--- src/rtl/idu_hazard_ctrl_pkg.sv ---
// idu_hazard_ctrl_pkg: shared types for the decode hazard controller
// Contents: hz_state_t FSM encoding, REG_ADDR_W, hz_dec_t decoded-instruction bundle, sat_inc helper.
package idu_hazard_ctrl_pkg;
   localparam int REG_ADDR_W = 4;
   typedef enum logic [1:0] {RUN, FLUSH, DRAIN, HALT} hz_state_t;
   typedef struct packed {
      logic                  valid;
      logic                  rs1;
      logic [REG_ADDR_W-1:0] rs1_addr;
      logic                  rs2;
      logic [REG_ADDR_W-1:0] rs2_addr;
      logic                  rd;
      logic [REG_ADDR_W-1:0] rd_addr;
      logic                  load;
      logic                  div;
      logic                  is_exit;
   } hz_dec_t;
   function automatic logic [31:0] sat_inc(input logic [31:0] v, input logic en);
      return (en && v != 32'hFFFF_FFFF) ? v + 32'd1 : v;
   endfunction
endpackage

--- src/rtl/hz_scoreboard.sv ---
// hz_scoreboard: per-register pending-write bits for long-latency producers
// Ports: clk, rst (sync, active-high); set_en/set_addr mark a register pending;
// clr_en/clr_addr release it (set wins on the same index); rs1/rs2/rd_addr read
// ports return rs1_busy/rs2_busy/rd_busy; busy is the OR of all bits.
module hz_scoreboard
   import idu_hazard_ctrl_pkg::*;
#(
   parameter int NREG = 16
) (
   input  logic                  clk,
   input  logic                  rst,
   input  logic                  set_en,
   input  logic [REG_ADDR_W-1:0] set_addr,
   input  logic                  clr_en,
   input  logic [REG_ADDR_W-1:0] clr_addr,
   input  logic [REG_ADDR_W-1:0] rs1_addr,
   input  logic [REG_ADDR_W-1:0] rs2_addr,
   input  logic [REG_ADDR_W-1:0] rd_addr,
   output logic                  rs1_busy,
   output logic                  rs2_busy,
   output logic                  rd_busy,
   output logic                  busy
);
   logic [NREG-1:0] sb_q, sb_d;
   always_comb begin
      sb_d = sb_q;
      if (clr_en) sb_d[clr_addr] = 1'b0;
      if (set_en) sb_d[set_addr] = 1'b1;
   end
   always_ff @(posedge clk) sb_q <= rst ? '0 : sb_d;
   assign rs1_busy = sb_q[rs1_addr];
   assign rs2_busy = sb_q[rs2_addr];
   assign rd_busy  = sb_q[rd_addr];
   assign busy     = |sb_q;
endmodule

--- src/rtl/idu_hazard_ctrl.sv ---
// idu_hazard_ctrl: decode-stage stall/flush scheduler with register scoreboard and exit halt sequencing
// Inputs: clk, rst (sync, active-high), dec_* decoded instruction fields, div_busy,
// wb_valid/wb_addr long-latency writeback, ld_done, exu_redirect.
// Outputs: pipe_stall, pipe_flush, halted, sb_busy, ld_cnt; with HAZARD_PERF_CNT_EN
// defined also perf_stall_cyc, perf_flush_cnt, perf_raw_cyc (32-bit saturating).
module idu_hazard_ctrl
   import idu_hazard_ctrl_pkg::*;
#(
   parameter int NREG         = 16,
   parameter int MAX_LD       = 4,
   parameter int FLUSH_CYCLES = 2
) (
   input  logic                           clk,
   input  logic                           rst,
   input  logic                           dec_valid,
   input  logic                           dec_rs1,
   input  logic [3:0]                     dec_rs1_addr,
   input  logic                           dec_rs2,
   input  logic [3:0]                     dec_rs2_addr,
   input  logic                           dec_rd,
   input  logic [3:0]                     dec_rd_addr,
   input  logic                           dec_load,
   input  logic                           dec_div,
   input  logic                           dec_exit,
   input  logic                           div_busy,
   input  logic                           wb_valid,
   input  logic [3:0]                     wb_addr,
   input  logic                           ld_done,
   input  logic                           exu_redirect,
   output logic                           pipe_stall,
   output logic                           pipe_flush,
   output logic                           halted,
   output logic                           sb_busy,
`ifdef HAZARD_PERF_CNT_EN
   output logic [31:0]                    perf_stall_cyc,
   output logic [31:0]                    perf_flush_cnt,
   output logic [31:0]                    perf_raw_cyc,
`endif
   output logic [$clog2(MAX_LD+1)-1:0]    ld_cnt
);
   localparam int LDW = $clog2(MAX_LD + 1);
   localparam int CW  = FLUSH_CYCLES > 2 ? $clog2(FLUSH_CYCLES) : 1;
   // A single-cycle flush is fully covered by the combinational redirect term, so no FLUSH state is needed.
   localparam hz_state_t FLUSH_ST = hz_state_t'(FLUSH_CYCLES > 1 ? FLUSH : RUN);
   hz_dec_t        dec;
   hz_state_t      state_q, state_d;
   logic [CW-1:0]  cnt_q, cnt_d;
   logic [LDW-1:0] ld_cnt_q, ld_cnt_d;
   logic           rs1_busy, rs2_busy, rd_busy, raw, waw, ldfull, divhz, redir, issue;
   assign dec = '{valid: dec_valid, rs1: dec_rs1, rs1_addr: dec_rs1_addr, rs2: dec_rs2,
                  rs2_addr: dec_rs2_addr, rd: dec_rd, rd_addr: dec_rd_addr, load: dec_load,
                  div: dec_div, is_exit: dec_exit};
   hz_scoreboard #(.NREG(NREG)) u_sb (
      .clk,
      .rst,
      .set_en  (issue & dec.rd & (dec.load | dec.div)),
      .set_addr(dec.rd_addr),
      .clr_en  (wb_valid),
      .clr_addr(wb_addr),
      .rs1_addr(dec.rs1_addr),
      .rs2_addr(dec.rs2_addr),
      .rd_addr (dec.rd_addr),
      .rs1_busy,
      .rs2_busy,
      .rd_busy,
      .busy    (sb_busy)
   );
   always_ff @(posedge clk) begin
      state_q  <= rst ? RUN : state_d;
      cnt_q    <= rst ? '0 : cnt_d;
      ld_cnt_q <= rst ? '0 : ld_cnt_d;
   end
   always_comb begin
      state_d  = redir ? FLUSH_ST
               : state_q == FLUSH ? (cnt_q == '0 ? RUN : FLUSH)
               : issue & dec.is_exit ? DRAIN
               : state_q == DRAIN & ~sb_busy & ld_cnt_q == '0 ? HALT : state_q;
      cnt_d    = redir ? CW'(FLUSH_CYCLES > 1 ? FLUSH_CYCLES - 2 : 0)
                       : cnt_q - CW'(state_q == FLUSH & cnt_q != '0);
      ld_cnt_d = ld_cnt_q + LDW'(issue & dec.load) - LDW'(ld_done & ld_cnt_q != '0);
   end
   // Hazards read the registered scoreboard, so a same-cycle writeback never releases a stall.
   always_comb begin
      raw        = dec.rs1 & rs1_busy | dec.rs2 & rs2_busy;
      waw        = dec.rd & rd_busy;
      ldfull     = dec.load & (ld_cnt_q == LDW'(MAX_LD));
      divhz      = dec.div & div_busy;
      redir      = ~rst & exu_redirect & (state_q != HALT);
      pipe_flush = redir | (~rst & state_q == FLUSH);
      pipe_stall = ~rst & ~pipe_flush & (state_q == DRAIN | state_q == HALT
                 | state_q == RUN & dec.valid & (raw | waw | ldfull | divhz));
      issue      = ~rst & dec.valid & ~pipe_stall & ~pipe_flush & state_q == RUN;
      halted     = state_q == HALT;
   end
   assign ld_cnt = ld_cnt_q;
   assert property (@(posedge clk) disable iff (rst) !(ld_done && ld_cnt_q == '0));
`ifdef HAZARD_PERF_CNT_EN
   logic [31:0] stall_q, stall_d, flush_q, flush_d, raw_q, raw_d;
   always_comb begin
      stall_d = state_q == HALT ? stall_q : sat_inc(stall_q, pipe_stall & state_q == RUN);
      flush_d = state_q == HALT ? flush_q : sat_inc(flush_q, redir);
      raw_d   = state_q == HALT ? raw_q : sat_inc(raw_q, pipe_stall & state_q == RUN & raw);
   end
   always_ff @(posedge clk) begin
      stall_q <= rst ? '0 : stall_d;
      flush_q <= rst ? '0 : flush_d;
      raw_q   <= rst ? '0 : raw_d;
   end
   assign perf_stall_cyc = stall_q;
   assign perf_flush_cnt = flush_q;
   assign perf_raw_cyc   = raw_q;
`endif
endmodule

--- config.mk ---
export PLATFORM = sky130hd
export DESIGN_NAME = idu_hazard_ctrl
export DESIGN_NICKNAME = d
export VERILOG_FILES = /design/src/rtl/idu_hazard_ctrl_pkg.sv /design/src/rtl/hz_scoreboard.sv /design/src/rtl/idu_hazard_ctrl.sv
export SDC_FILE = /design/constraint.sdc
export NUM_CORES = 1
export LEC_CHECK = 0
export BUFFER_PORTS_ARGS = -buffer_cell sky130_fd_sc_hd__buf_2
export CAP_MARGIN = 20
export CORE_MARGIN = 3
export CORE_UTILIZATION = 45
export CTS_BUF_LIST = sky130_fd_sc_hd__clkbuf_8
export DETAILED_ROUTE_END_ITERATION = 10
export PLACE_DENSITY = 0.75
export SYNTH_ARGS = -nofsm -noshare
export SYNTH_HDL_FRONTEND = slang
export SYNTH_SLANG_ARGS = --single-unit
--- constraint.sdc ---
create_clock -name clk -period 4.12 [get_ports clk]
set_input_delay 0.618 -clock clk [delete_from_list [all_inputs] [get_ports clk]]
set_output_delay 0.618 -clock clk [all_outputs]
set_load 0.05 [all_outputs]
# [After elaboration in Yosys (flattened, before gate mapping)]
# Cells that the tools add are included.
# W data, S select, Z words.
[word_totals] reg_bits=22 in_bits=29 output_inout_bits=7 wordCells=84
[classes] n_addsub=3 magnitude_cmp=6 eq_ne=5 mux=17 bitwise_logic=39 reduce_logical=9
[ops] op="$mux W16" count=2
[ops] op="$and A1 B1 Y1" count=24
[ops] op="$lt A4 B5 Y1 const B" count=4
[ops] op="$and A16 B16 Y16" count=1
[ops] op="$not A16 Y16" count=1
[ops] op="$or A16 B16 Y16" count=1
[ops] op="$reduce_or A16 Y1" count=1
[ops] op="$bmux W1 S4" count=3
[ops] op="$demux W1 S4" count=2
[ops] op="$ge A4 B1 Y1 const B" count=2
[ops] op="$or A1 B1 Y1" count=8
[ops] op="$mux W1" count=7
[ops] op="$mux W2" count=3
[ops] op="$reduce_bool A3 Y1" count=2
[ops] op="$eq A2 B2 Y1 const B" count=2
[ops] op="$not A1 Y1" count=4
[ops] op="$reduce_bool A4 Y1" count=1
[ops] op="$add A3 B1 Y3" count=1
[ops] op="$eq A3 B3 Y1 const B" count=1
[ops] op="$logic_not A3 Y1" count=1
[ops] op="$sub A3 B1 Y3" count=1
[ops] op="$eq A2 B1 Y1 const B" count=1
[ops] op="$logic_and A1 B1 Y1" count=2
[ops] op="$logic_not A2 Y1" count=1
[ops] op="3 further kinds" count=3

# [Logic depth before layout (Yosys ltp)]
# Gate-level depths: netlist of the first run.
[logic_depth] ltp_word=18 mapped_depth=14 mapped_depth_nobuf=12

# [Modules after synthesis]
# A second synthesis of the first run with hierarchy kept.
[unflattened] hier_cells=153 hier_area_um2=1501.4
[modules_own_cells] module="hz_scoreboard" instances=1 cells_per_inst=109 area_each_um2=1103.6 seq_area_each_um2=320.3
[modules_own_cells] module="idu_hazard_ctrl" instances=1 cells_per_inst=44 area_each_um2=397.9 seq_area_each_um2=120.1

# [Worst setup path before layout of the first run]
# No wires, ideal clock.
[synth_timing] kind="input port to flip-flop" from="in dec_rs1_addr[0]" to="reg ld_cnt_q[2], in the netlist ld_cnt[2]" setup_ns=0.126 t_arrival_ns=3.444 required_ns=3.994 setup_slack_ns=0.550 cell_stages=13 path_buffers=2 path_cell_list="buf_6 > mux4_2 > o2111a_1 > or4_1 > buf_2 > or3_1 > ha_1 > inv_1 > ha_1 > inv_1 > fa_1 > xnor2_1 > nor2_1"
[synth_via] elab_chain_len=17
[synth_lines] element="start: declaration" line="idu_hazard_ctrl.sv:17" source="input logic [3:0] dec_rs1_addr,"
[synth_lines] element="$bmux W1 S4" line="hz_scoreboard.sv:31" source="assign rs1_busy = sb_q[rs1_addr];"
[synth_lines] element="$mux W1 (not written as such)" line="hz_scoreboard.sv:31"
[synth_lines] element="$and A1 B1 Y1" line="idu_hazard_ctrl.sv:84" source="raw = dec.rs1 & rs1_busy | dec.rs2 & rs2_busy;"
[synth_lines] element="$or A1 B1 Y1" line="idu_hazard_ctrl.sv:84"
[synth_lines] element="$or A1 B1 Y1 (3 in series)" line="idu_hazard_ctrl.sv:91" source="| state_q == RUN & dec.valid & (raw | waw | ldfull | divhz));"
[synth_lines] element="$and A1 B1 Y1" line="idu_hazard_ctrl.sv:91"
[synth_lines] element="$or A1 B1 Y1" line="idu_hazard_ctrl.sv:91"
[synth_lines] element="$and A1 B1 Y1" line="idu_hazard_ctrl.sv:90" source="pipe_stall = ~rst & ~pipe_flush & (state_q == DRAIN | state_q == HALT"
[synth_lines] element="$not A1 Y1" line="idu_hazard_ctrl.sv:92" source="issue = ~rst & dec.valid & ~pipe_stall & ~pipe_flush & state_q == RUN;"
[synth_lines] element="$and A1 B1 Y1 (3 in series)" line="idu_hazard_ctrl.sv:92"
[synth_lines] element="$and A1 B1 Y1" line="idu_hazard_ctrl.sv:80" source="ld_cnt_d = ld_cnt_q + LDW'(issue & dec.load) - LDW'(ld_done & ld_cnt_q != '0);"
[synth_lines] element="$add A3 B1 Y3" line="idu_hazard_ctrl.sv:80"
[synth_lines] element="$sub A3 B1 Y3" line="idu_hazard_ctrl.sv:80"
[synth_lines] element="end signal: assignment" line="idu_hazard_ctrl.sv:71" source="ld_cnt_q <= rst ? '0 : ld_cnt_d;"
[synth_lines] element="end: declaration" line="idu_hazard_ctrl.sv:48" source="logic [LDW-1:0] ld_cnt_q, ld_cnt_d;"
# Every way passes these cells. The select of a mux whose other input is x is not followed.
# A chain may end at the register's enable or synchronous reset.

# [Worst setup path after layout of the first run]
[layout_timing] from="in dec_rs2_addr[0]" to="reg ld_cnt_q[2], in the netlist ld_cnt[2]"
[layout_via] elab_chain_len=17
[layout_lines] element="start: declaration" line="idu_hazard_ctrl.sv:19" source="input logic [3:0] dec_rs2_addr,"
[layout_lines] element="$bmux W1 S4" line="hz_scoreboard.sv:32" source="assign rs2_busy = sb_q[rs2_addr];"
[layout_lines] element="$mux W1 (not written as such)" line="hz_scoreboard.sv:32"
[layout_lines] element="$and A1 B1 Y1" line="idu_hazard_ctrl.sv:84"
[layout_lines] element="$or A1 B1 Y1" line="idu_hazard_ctrl.sv:84"
[layout_lines] element="$or A1 B1 Y1 (3 in series)" line="idu_hazard_ctrl.sv:91"
[layout_lines] element="$and A1 B1 Y1" line="idu_hazard_ctrl.sv:91"
[layout_lines] element="$or A1 B1 Y1" line="idu_hazard_ctrl.sv:91"
[layout_lines] element="$and A1 B1 Y1" line="idu_hazard_ctrl.sv:90"
[layout_lines] element="$not A1 Y1" line="idu_hazard_ctrl.sv:92"
[layout_lines] element="$and A1 B1 Y1 (3 in series)" line="idu_hazard_ctrl.sv:92"
[layout_lines] element="$and A1 B1 Y1" line="idu_hazard_ctrl.sv:80"
[layout_lines] element="$add A3 B1 Y3" line="idu_hazard_ctrl.sv:80"
[layout_lines] element="$sub A3 B1 Y3" line="idu_hazard_ctrl.sv:80"
# Every way passes these cells. The select of a mux whose other input is x is not followed.

==> impl_metrics.ini, run 1 <==
[cts]
clk_latency_ns = 0.27
cts_buffer_depth = 2
cts_tree = built
numClockSinks = 22
clkTransAtPathRegs_ns = 0.07
cts_setup_buffers = 0
root_buffer = clkbuf_8
htreeDepth = 1
hold_buffers = 0
cts_buffers = 3
cts_resized = 0

[grt]
antenna_found_initial = 0
grt_pass1_vias = 1641
grt_usage_pct = 22.8
grt_pass1_wl_um = 7910
grt_max_degree = 19
gr-total-overflow = 0

[worst_setup_path]
cp-start-kind = input pin
worstPathCellList = buf_2, mux2_1, o311ai_0, a311oi_1, or4_1, or3_1, ha_1, inv_1, ha_1, inv_1, fa_1, xnor2_1, nor2_1
cp_slowest_cell = or4_1
cp.required_ns = 4.28
critPathKind = input pin to flip-flop
cp-end-kind = flip-flop
r2r_setup_slack_ns = 0.83
worstPathMaxFanout = 5
worstPathArrival_ns = 3.62
slowest_delay_ns = 0.54

[yosys]
ys_top_cells_by_count = 24 x nand3_1, 22 x dfxtp_1, 19 x o21ai_0
synth_area_leaders = dfxtp_1 26%, mux4_2 9.4%, nand3_1 7.1%
synth_top_cell_by_area = dfxtp_1
syn_nets = 236
synth_warnings = 0
synth_seq_cells = 22
synth_edf_count = 0
ys.flop_type = dfxtp_1
synthCells = 204
yosysMostFrequentCell = nand3_1
synth_cell_types = 39
async_reset_ff_share_pct = 0
synth_top_area_share_pct = 26.2
synth_area_um2 = 1680
ys_seq_area_share_pct = 26.2
syn_avg_cell_area_um2 = 8.24

[sta]
finalMaxSlewViolations = 0
fmax_mhz = 289
grt_setup_unrepaired = no
slew_headroom_pct = 58.1
fin_crit_ns = 3.46
hold_viol = 0
post-route-period-util_pct = 83.9
tightest_slew_ns = 0.620
skew_ns = 0.00919
setup_ws_ns = 0.665
setup_viol = 0
tns_ns = 0

[route]
wl_um = 4770
drtAntennaViolNets = 0
route.detailed.drc = 0
wire_per_inst_um = 17.0
vias = 1768
drtIter0Drc = 138
detail_route.vias_per_cell = 6.31
first_pass_iters = 4

[die]
start_util_pct = 48.4
rows = 21
die_h_um = 67.1
dieArea_um2 = 4500
die_w_um = 67.1
core_um2 = 3470
ios = 36

[final_layout]
syn_to_final_growth_pct = 14.7
layout.nets = 267
drive_gt1_share_pct = 24.8
post-route-util_pct = 55.6
num_antenna_cells = 0

[place]
dp_hpwl_um = 3600
gp_congestion = 0.929
portBuffers = 35
dp_worst_setup_slack_ns = 0.372

[pwr]
power_leakage_nw = 0.728
peakVddDrop_mv = 0.137
power_density_nw_per_um2 = 315

[hold_path]
min-delay-path-class = flip-flop to flip-flop

[run_status]
status = complete, no violations

[job]
cap_violations = 0
registers in the layout, indices dropped and copies added (netlist names):
name       count
ld_cnt         3
state_q        2
u_sb.sb_q     16
cnt_q          1
report_power, final:
part,switching [W],total [W],internal (W)
clock network,0.0000736,0.000159,0.0000854
registers,0.0000149,0.000241,0.000226
logic,0.000135,0.000207,0.0000725
total,0.000223,0.000607,0.000384
cell usage in the layout, fill, tap and decap left out, types with 2 or more instances in the layout:
cell type / count
clkbuf_8: 4
nor3_1: 11
nor2b_1: 4
dfxtp_1: 22
inv_1: 8
mux2i_1: 5
nor4b_1: 2
nand2_1: 12
nand4_1: 2
o21ai_0: 19
mux2_2: 5
buf_2: 35
a21oi_1: 4
nor4_1: 10
o311ai_0: 7
buf_4: 4
mux4_2: 7
or4_1: 3
o22ai_1: 2
ha_1: 2
nand3_1: 24
nor2_1: 9
nand2b_1: 8
nand3b_1: 3
o211ai_1: 8
worst max-delay path, delay by kind of cell:
family / cells / cell delay [ns]
fa+ha+maj: 3 / 0.78
mux: 1 / 0.34
compound gates: 2 / 0.46
xor+xnor: 1 / 0.17
buf+inv: 3 / 0.27
simple gates: 3 / 0.98
cells by family (layout without fill, tap and decap cells):
group,count (synthesis),in the layout,share of synthesized area [%]
fa+ha+maj,3,3,2.68
simple gates,91,91,28.9
compound gates,47,47,18.8
mux,18,18,16.4
flops,22,22,26.2
xor+xnor,2,2,1.04
buf+inv,21,51,5.96
layout make-up:
class / count / area, µm²
clock buffer: 4 / 55.1
fill: 339 / 1540
inverter: 8 / 30.0
multi-input combinational: 161 / 1140
sequential: 22 / 440
tap: 46 / 57.6
timing repair buffer: 39 / 205
routing by layer:
layer | routed length [µm] | track usage [%] | part of all wire [%] | vias up
met5 | 0 | 0 | 0 | -
met4 | 132 | 11.1 | 2.8 | 0
met3 | 458 | 4.55 | 9.6 | 16
met2 | 2130 | 32.8 | 45 | 95
met1 | 2060 | 32.1 | 43 | 804
li1 | - | - | - | 853
through the flow:
stage                     std cells  hold WS [ns]  power [W]  area [µm²]
after floorplan                 204         0.447   0.000395        1680
after global placement          276         0.469   0.000450        1870
after detailed placement        276         0.481   0.000454        1870
after CTS                       280         0.493   0.000611        1930
after global routing            280         0.514   0.000645        1930
final                           280         0.493   0.000607        1930
final timing paths:
kind,startpoint,endpoint,cells after the start
max,dec_rs2_addr[0],ld_cnt[2],13
min,cnt_q,cnt_q,1
max reg2reg,u_sb.sb_q[9],ld_cnt[2],12
min reg2reg,cnt_q,cnt_q,1
(Power assumes the default switching activity.)
==> run 2, diff against run 1 <==
- PLACE_DENSITY: 0.75 -> 0.78
- clock period: 4.12 -> 2.8 ns (I/O delays scaled with it)
==> run 2 against run 1 <==
Sequential power up 46%. Die area unchanged. The run now ends with negative setup slack left. Clock skew down 0.0067 ns. Combinational power up 72%. Critical path type is now flip-flop to flip-flop. Flip-flop and latch count unchanged. Register-to-register slack worse by 1.1 ns. Critical path depth down 2.
==> impl_metrics.ini, run 2 (synthesis gave the netlist of run 1 again) <==
[final_layout]
drive_gt1_share_pct = 38.7
syn_to_final_growth_pct = 35.6
final_cells = 312
seqCellArea_um2 = 449
num_antenna_cells = 0
regMostFlops = u_sb.sb_q
multi_input_area_um2 = 1210
largest_register_ffs = 16
final_cell_mix = 35 x buf_4, 34 x buf_2, 24 x nand3_1
layout.nets = 299
fill_cells = 284
layout_commonest_cell = buf_4

[die]
dieArea_um2 = 4500
rows = 21
start_util_pct = 48.4
die_h_um = 67.1
core_um2 = 3470
die_w_um = 67.1
ios = 36

[sta]
post-route-period-util_pct = 109
setup_viol = 3
fin_crit_ns = 3.04
skew_ns = 0.00248
grt_setup_unrepaired = yes
fmax_mhz = 329
hold_viol = 0
tightest_slew_ns = 0.415
slew_headroom_pct = 72.3
setup_ws_ns = -0.241
finalMaxSlewViolations = 0
tns_ns = -0.501

[worst_setup_path]
cp.required_ns = 2.96
r2r_start = u_sb.sb_q[14]
cp-end-kind = flip-flop
crit_start = u_sb.sb_q[14]
cp_slowest_cell = or4_4
r2r_setup_slack_ns = -0.24
critPathKind = flip-flop to flip-flop
worstPathMaxFanout = 4
worstPathCellList = mux4_2, nor2_2, nor3_2, or4_4, or3_1, ha_1, inv_1, ha_1, inv_1, fa_2, nor2_1
slowest_delay_ns = 0.54
cp-start-kind = flip-flop
worstPathArrival_ns = 3.20

[route]
route.detailed.drc = 0
wl_um = 5430
drtAntennaViolNets = 0
wire_per_inst_um = 17.4
highest_layer = met4
detail_route.vias_per_cell = 6.15
vias = 1919
first_pass_iters = 4
drtIter0Drc = 172
m1WireLength_um = 2180
wl_met2_um = 2640
wl_met3_um = 527

[cts]
root_buffer = clkbuf_8
clk_latency_ns = 0.27
cts_buffer_depth = 2
htreeDepth = 1
cts_buffers = 3
cts_tree = built
clkTransAtPathRegs_ns = 0.08
numClockSinks = 22

[grt]
gr-total-overflow = 0
grt_max_degree = 19
grt_usage_pct = 24.3
grt_pass1_wl_um = 8200
grt_pass1_vias = 1687
antenna_found_initial = 0

[run_status]
status = finished with violations
violations = negative setup slack

[pwr]
internal-power_w = 0.000660
pwr-share-comb_pct = 35.3
power_density_nw_per_um2 = 443
p_switching_w = 0.000349
peakVddDrop_mv = 0.208
p_clk_share_pct = 29.9
pwr-share-seq_pct = 34.8
swShare_pct = 34.5
power_leakage_nw = 0.919

[job]
cap_violations = 0

[place]
portBuffers = 35
dp.cells = 305
dp_hpwl_um = 3960
gp_congestion = 0.945

[hold_path]
min-delay-path-class = input pin to flip-flop
hold_path_startpoint = exu_redirect
[run 2: cell types whose count changed in the layout (fill, tap and decap cells not counted), sizes merged]
cell    before  now
buf         39   71
bufinv       0    1
clkbuf       4    3
[run 2: stage by stage]
stage / util (%) / power [W] / instance area, µm² / hold WS, ns / worst slack [ns]
2_1_floorplan: - / 0.000584 / 1690 / 0.447 / -0.553
3_5_place_dp: 60.3 / 0.000681 / 2090 / 0.465 / -0.619
5_1_grt: 65.7 / 0.00107 / 2280 / 0.410 / -0.323
6_report: 65.7 / 0.00101 / 2280 / 0.408 / -0.241
4_1_cts: 62.8 / 0.000983 / 2180 / 0.404 / -0.230
3_3_place_gp: 60.3 / 0.000676 / 2090 / 0.464 / -0.522
[run 2: worst paths after layout]
path | endpoint | cells after the start
setup / recovery | ld_cnt[1] | 11
hold / removal | state_q[0] | 3
setup reg to reg | ld_cnt[1] | 11
hold reg to reg | cnt_q | 1
[run 2: routing by layer]
layer / vias up / global-route usage [%]
met3: 10 / 4.72
met5: - / 0
met2: 118 / 38.9
met1: 879 / 32.9
li1: 912 / -
met4: 0 / 7.09
[run 2: critical path: cells and delay by family, from the launching register on]
kind | cells | cell delay (ns)
mux | 1 | 0.49
simple gates | 5 | 1.09
buf+inv | 2 | 0.10
flops | 1 | 0.37
fa+ha+maj | 3 | 0.90
[run 2: power groups by stage]
stage	sequential [W]	clock, W	combinational [W]
after floorplan	0.000417	0	0.000167
after global placement	0.000361	0	0.000315
after detailed placement	0.000361	0	0.000320
after CTS	0.000353	0.000304	0.000325
after global routing	0.000355	0.000321	0.000394
final	0.000352	0.000301	0.000356
[run 2: final cells by class]
| cell class | count | area share [%] |
|---|---|---|
| Timing Repair Buffer | 71 | 20.4 |
| Sequential cell | 22 | 19.7 |
| Clock buffer | 3 | 1.81 |
| Clock inverter | 1 | 1.32 |
| Inverter | 8 | 1.32 |
| Tap cell | 46 | 2.53 |
| Multi-Input combinational cell | 161 | 52.9 |
[run 2: timing repair]
action	4_1_cts	5_1_grt
resized for setup	7	16
pin swaps	3	4
hold buffers	0	0
setup buffers	0	3
endpoints found under the setup margin	4	3
